## src/rtl/character_motion.sv

```systemverilog
// Frame-stepped jump/gravity controller for a sprite's vertical position.
// Optional feature macro: CHARACTER_DOUBLE_JUMP_EN (one mid-air re-jump per flight).
module character_motion #(
  parameter int GROUND_Y = 400,
  parameter int CEIL_Y   = 20,
  parameter int JUMP_V0  = 12,
  parameter int GRAVITY  = 1,
  parameter int VMAX     = 15
) (
  input  logic       i_clk,
  input  logic       i_rst,
  input  logic       i_frame_tick,
  input  logic       i_jump,
  output logic [8:0] o_ypos,
  output logic       o_airborne,
  output logic       o_land
);

  typedef enum logic [1:0] {GROUND, RISING, FALLING} state_t;

  localparam logic [9:0]        GROUND_Y10 = 10'(GROUND_Y);
  localparam logic [8:0]        GROUND_Y9  = 9'(GROUND_Y);
  localparam logic [8:0]        CEIL_Y9    = 9'(CEIL_Y);
  localparam logic signed [10:0] CEIL_S    = 11'(CEIL_Y);
  localparam logic [4:0]        JUMP_V5    = 5'(JUMP_V0);
  localparam logic [4:0]        GRAV5      = 5'(GRAVITY);
  localparam logic [4:0]        VMAX5      = 5'(VMAX);

  state_t r_state, w_state_nxt;
  logic [8:0] r_y, w_y_nxt;
  logic [4:0] r_v, w_v_nxt;
  logic r_jump_s1, r_jump_s2, r_jump_s3;
  logic r_pending, r_land, w_land_nxt;
  logic w_jump_edge, w_jump_req, w_ceil_hit, w_land_hit;
  logic signed [10:0] w_rise_y;
  logic [5:0] w_fall_v;
  logic [9:0] w_fall_y;
`ifdef CHARACTER_DOUBLE_JUMP_EN
  logic r_dj_used, w_dj_used_nxt;
`endif

  // Falling speed after one gravity step, saturated at terminal velocity.
  function automatic logic [5:0] fall_speed(input logic [4:0] v);
    logic [5:0] sum;
    sum = {1'b0, v} + {1'b0, GRAV5};
    if (sum > {1'b0, VMAX5}) sum = {1'b0, VMAX5};
    return sum;
  endfunction

  assign w_jump_edge = r_jump_s2 & ~r_jump_s3;
  assign w_jump_req  = r_pending | w_jump_edge;
  assign w_rise_y    = $signed({2'b00, r_y}) - $signed({6'd0, r_v});
  assign w_ceil_hit  = (w_rise_y < CEIL_S);
  assign w_fall_v    = fall_speed(r_v);
  assign w_fall_y    = {1'b0, r_y} + {4'd0, w_fall_v};
  assign w_land_hit  = (w_fall_y >= GROUND_Y10);

  always_comb begin
    w_state_nxt = r_state;
    w_y_nxt     = r_y;
    w_v_nxt     = r_v;
    w_land_nxt  = 1'b0;
`ifdef CHARACTER_DOUBLE_JUMP_EN
    w_dj_used_nxt = r_dj_used;
`endif
    if (i_frame_tick) begin
      case (r_state)
        GROUND: begin
          if (w_jump_req) begin
            w_state_nxt = RISING;
            w_v_nxt     = JUMP_V5;
          end else begin
            w_y_nxt = GROUND_Y9;
            w_v_nxt = 5'd0;
          end
        end
        RISING: begin
          w_y_nxt = w_ceil_hit ? CEIL_Y9 : w_rise_y[8:0];
          if (r_v <= GRAV5 || w_ceil_hit) begin
            w_state_nxt = FALLING;
            w_v_nxt     = 5'd0;
          end else begin
            w_v_nxt = r_v - GRAV5;
          end
        end
        FALLING: begin
          if (w_land_hit) begin
            w_state_nxt = GROUND;
            w_y_nxt     = GROUND_Y9;
            w_v_nxt     = 5'd0;
            w_land_nxt  = 1'b1;
`ifdef CHARACTER_DOUBLE_JUMP_EN
            w_dj_used_nxt = 1'b0;
`endif
          end else begin
            w_y_nxt = w_fall_y[8:0];
            w_v_nxt = w_fall_v[4:0];
          end
        end
        default: w_state_nxt = GROUND;
      endcase
`ifdef CHARACTER_DOUBLE_JUMP_EN
      // Re-jump overrides whatever the airborne step computed, landing included.
      if (r_state != GROUND && w_jump_req && !r_dj_used) begin
        w_state_nxt   = RISING;
        w_y_nxt       = r_y;
        w_v_nxt       = JUMP_V5;
        w_land_nxt    = 1'b0;
        w_dj_used_nxt = 1'b1;
      end
`endif
    end
  end

  always_ff @(posedge i_clk or posedge i_rst) begin
    if (i_rst) begin
      r_jump_s1 <= 1'b0;
      r_jump_s2 <= 1'b0;
      r_jump_s3 <= 1'b0;
      r_pending <= 1'b0;
      r_state   <= GROUND;
      r_y       <= GROUND_Y9;
      r_v       <= 5'd0;
      r_land    <= 1'b0;
`ifdef CHARACTER_DOUBLE_JUMP_EN
      r_dj_used <= 1'b0;
`endif
    end else begin
      r_jump_s1 <= i_jump;
      r_jump_s2 <= r_jump_s1;
      r_jump_s3 <= r_jump_s2;
      // Every tick consumes the request, even when the state ignores it.
      if (i_frame_tick)     r_pending <= 1'b0;
      else if (w_jump_edge) r_pending <= 1'b1;
      r_state <= w_state_nxt;
      r_y     <= w_y_nxt;
      r_v     <= w_v_nxt;
      r_land  <= w_land_nxt;
`ifdef CHARACTER_DOUBLE_JUMP_EN
      r_dj_used <= w_dj_used_nxt;
`endif
    end
  end

  assign o_ypos     = r_y;
  assign o_airborne = (r_state != GROUND);
  assign o_land     = r_land;

endmodule

```

## config.mk

```make
export PLATFORM = sky130hd
export DESIGN_NAME = character_motion
export DESIGN_NICKNAME = d
export VERILOG_FILES = /design/src/rtl/character_motion.sv
export SDC_FILE = /design/constraint.sdc
export NUM_CORES = 1
export LEC_CHECK = 0
export BUFFER_PORTS_ARGS = -buffer_cell sky130_fd_sc_hd__buf_2
export CAP_MARGIN = 0
export CORE_MARGIN = 4
export CORE_UTILIZATION = 52
export CTS_CLUSTER_SIZE = 8
export DETAILED_ROUTE_END_ITERATION = 12
export GPL_TIMING_DRIVEN = 0
export PLACE_DENSITY = 0.77
export SYNTH_ARGS = -nofsm -noshare
export SYNTH_HDL_FRONTEND = slang
export SYNTH_SLANG_ARGS = --single-unit
```

## constraint.sdc

```tcl
create_clock -name i_clk -period 3.6 [get_ports i_clk]
set_input_delay 0.36 -clock i_clk [delete_from_list [all_inputs] [get_ports i_clk]]
set_output_delay 0.36 -clock i_clk [all_outputs]
set_load 0.1 [all_outputs]
```

==> results.py <==
metrics = {
    "outcome": {
        "status": "complete, no violations",
    },
    "drt": {
        "drt-initial-drc-count": 108,
        "detail-route-antenna-nets": 0,
        "post_drt_wl_per_cell_um": 16.94,
        "drc": 0,
        "num_vias": 2177,
        "via_per_inst": 6.403,
        "drtPass1Iterations": 5,
        "routed_wl_mm": 5.759,
    },
    "sta": {
        "period_share": 0.9639,
        "hold_viol": 0,
        "fmax_mhz": 288.2,
        "worstMarginPinSlew_ns": 1.279,
        "period_minus_slack_ns": 3.470,
        "setup_viol": 0,
        "drv_slew": 0,
        "slew_headroom": 0.1386,
        "finClkSkew_ns": 0.002897,
    },
    "setup_path": {
        "arrival_ns": 3.63,
        "crit_start": "r_v[0]",
        "r2r_start": "r_v[0]",
        "worst_setup_path_end_kind": "flop",
        "start_kind": "flop",
        "cp.required_ns": 3.76,
        "rrSetupSlack_ns": 0.13,
        "critPathMaxFanout": 4,
        "worstSetupPathType": "reg -> reg",
    },
    "yosys": {
        "syn_area_per_cell_um2": 8.351,
        "synth_area_leaders": "dfrtp_1, ha_1, nor2_1",
        "yosysSeqAreaShare": 0.2401,
        "ys_ff_latch": 21,
        "synth_top_area_share": 0.2043,
        "synth_cell_type_count": 69,
        "synth_top_area_cell": "dfrtp_1",
        "syn_inst": 264,
        "ys_warn_count": 0,
        "yosysMostFrequentCell": "nor2_1",
        "yosys-top-cells-count": "nor2_1, inv_1, ha_1",
        "synth_edf_count": 0,
        "synth_flop_cell": "dfrtp_1",
        "async_flop_share": 1.000,
        "synth_area_mm2": 0.002205,
    },
    "cts": {
        "cts_buffer_depth": 2,
        "tritoncts": "done",
        "htreeDepth": 1,
        "insertion_delay_ns": 0.27,
        "cts.sinks": 21,
        "clk_pin_slew_ns": 0.08,
        "cts_buffers": 3,
        "holdBufCountCts": 0,
        "cts-root-buf": "clkbuf_8",
    },
    "final_layout": {
        "design_area_mm2": 0.002658,
        "multi_input_area_mm2": 0.001723,
        "nFillCells": 324,
        "diodes": 0,
        "area_delta_synth_final_pct": 20.54,
        "seq_area_um2": 533.0,
        "nets": 316,
        "layout-drive-gt1-share": 0.2828,
    },
    "min_path": {
        "hp-class": "in -> reg",
        "min_from": "i_jump",
    },
    "floorplan": {
        "core_area_mm2": 0.004058,
        "ios": 15,
        "initial_core_util": 0.5433,
        "die_x_um": 73.11,
        "die_area_mm2": 0.005345,
        "rows": 23,
        "die_y_um": 73.11,
    },
    "grt": {
        "antenna_found_initial": 0,
        "grt_pass1_vias": 1961,
        "grt_pass1_wl_mm": 9.204,
        "grt-ovfl-total": 0,
        "grt_max_degree": 22,
        "grt_use_total": 0.2207,
    },
    "job": {
        "max_cap_viol_count": 0,
    },
    "placement": {
        "routabilityCongestion": 0.9206,
        "io_buffers": 14,
        "place_area_mm2": 0.002341,
        "hpwl_mm": 4.205,
    },
}
-- cell families (layout without fill, tap and decap cells) --
family	count (synthesis)	count (layout)	share of synthesized area
AO/OA/AOI/OAI	85	85	0.2985
XOR/XNOR	8	8	0.03178
adder cells (fa/ha/maj)	21	21	0.1260
buffers and inverters	36	61	0.07264
flip-flops	21	21	0.2401
multiplexers	4	4	0.01930
other	1	2	0.001701
AND/OR/NAND/NOR	88	88	0.2100
-- metal layers --
metal,GRT usage,share of wire
met2,0.3555,0.49
met4,0.09016,0.028
met1,0.3018,0.45
met5,0,0
met3,0.02066,0.031
-- layout make-up --
class / instances / area share
multi-input combinational: 208 / 0.6483
sequential: 21 / 0.2006
timing repair buffer: 22 / 0.05038
inverter: 24 / 0.03390
buffer: 11 / 0.02495
tap: 50 / 0.02354
clock buffer: 3 / 0.01554
clock inverter: 1 / 0.002825
-- through the flow --
step                      hold WS [ns]  setup TNS [ns]    util  worst slack [ns]  std cells
after detailed placement        0.3358          -6.029  0.5769           -0.5387        329
after floorplan                 0.3312               0       -            0.1467        265
after CTS                       0.1831               0  0.6139           0.03772        336
after global placement          0.3329          -5.341  0.5769           -0.4818        329
final                           0.1895               0  0.6549            0.1300        340
after global routing            0.1807        -0.01801  0.6549          -0.01154        340
-- state kept, by name (all words and copies together), names as in the netlist --
signal,count
r_pending,1
r_jump_s1,1
r_v,5
o_ypos,9
r_jump_s3,1
o_land,1
r_state,2
r_jump_s2,1
-- critical path, stage by stage, from the launching register on --
cell,delay (ns)
dfrtp_2,0.41
ha_4,0.17
nand3_2,0.10
mux2i_4,0.24
nand2_2,0.11
ha_4,0.14
inv_1,0.05
fa_2,0.36
nand2b_4,0.18
a211oi_4,0.28
a41o_1,0.22
o22ai_2,0.11
nor2b_2,0.16
o32ai_2,0.09
buf_4,0.18
a211oi_4,0.23
mux2_4,0.32
-- layout by cell type (no fill, tap or decap), types with 5 or more instances in the layout --
master / n
ha_4: 5
o21ai_0: 11
nand3_1: 6
nand2_1: 13
ha_1: 14
nor2b_1: 6
o21ai_1: 6
a31oi_1: 5
buf_2: 16
buf_4: 9
a21oi_1: 13
dfrtp_1: 15
inv_1: 23
nor2_1: 22
xnor2_1: 5
a21o_1: 6
nor3_1: 6
nand4_1: 6
-- path summary, 6_finish.rpt --
check                        endpoint  cells past startpoint
max in group asynchronous      r_v[0]                      2
setup / recovery           r_state[0]                     16
hold / removal              r_jump_s1                      1
hold reg to reg             r_jump_s2                      0
setup reg to reg           r_state[0]                     16
min in group asynchronous      r_v[4]                      2
-- repair_timing --
action	CTS	global route
setup buffers	4	4
gates resized for setup	15	28
pin swaps	4	10
setup endpoints to repair	15	14
Power is not shown: default switching activity piles up to over one toggle a cycle in this logic, so the estimate is an artifact.
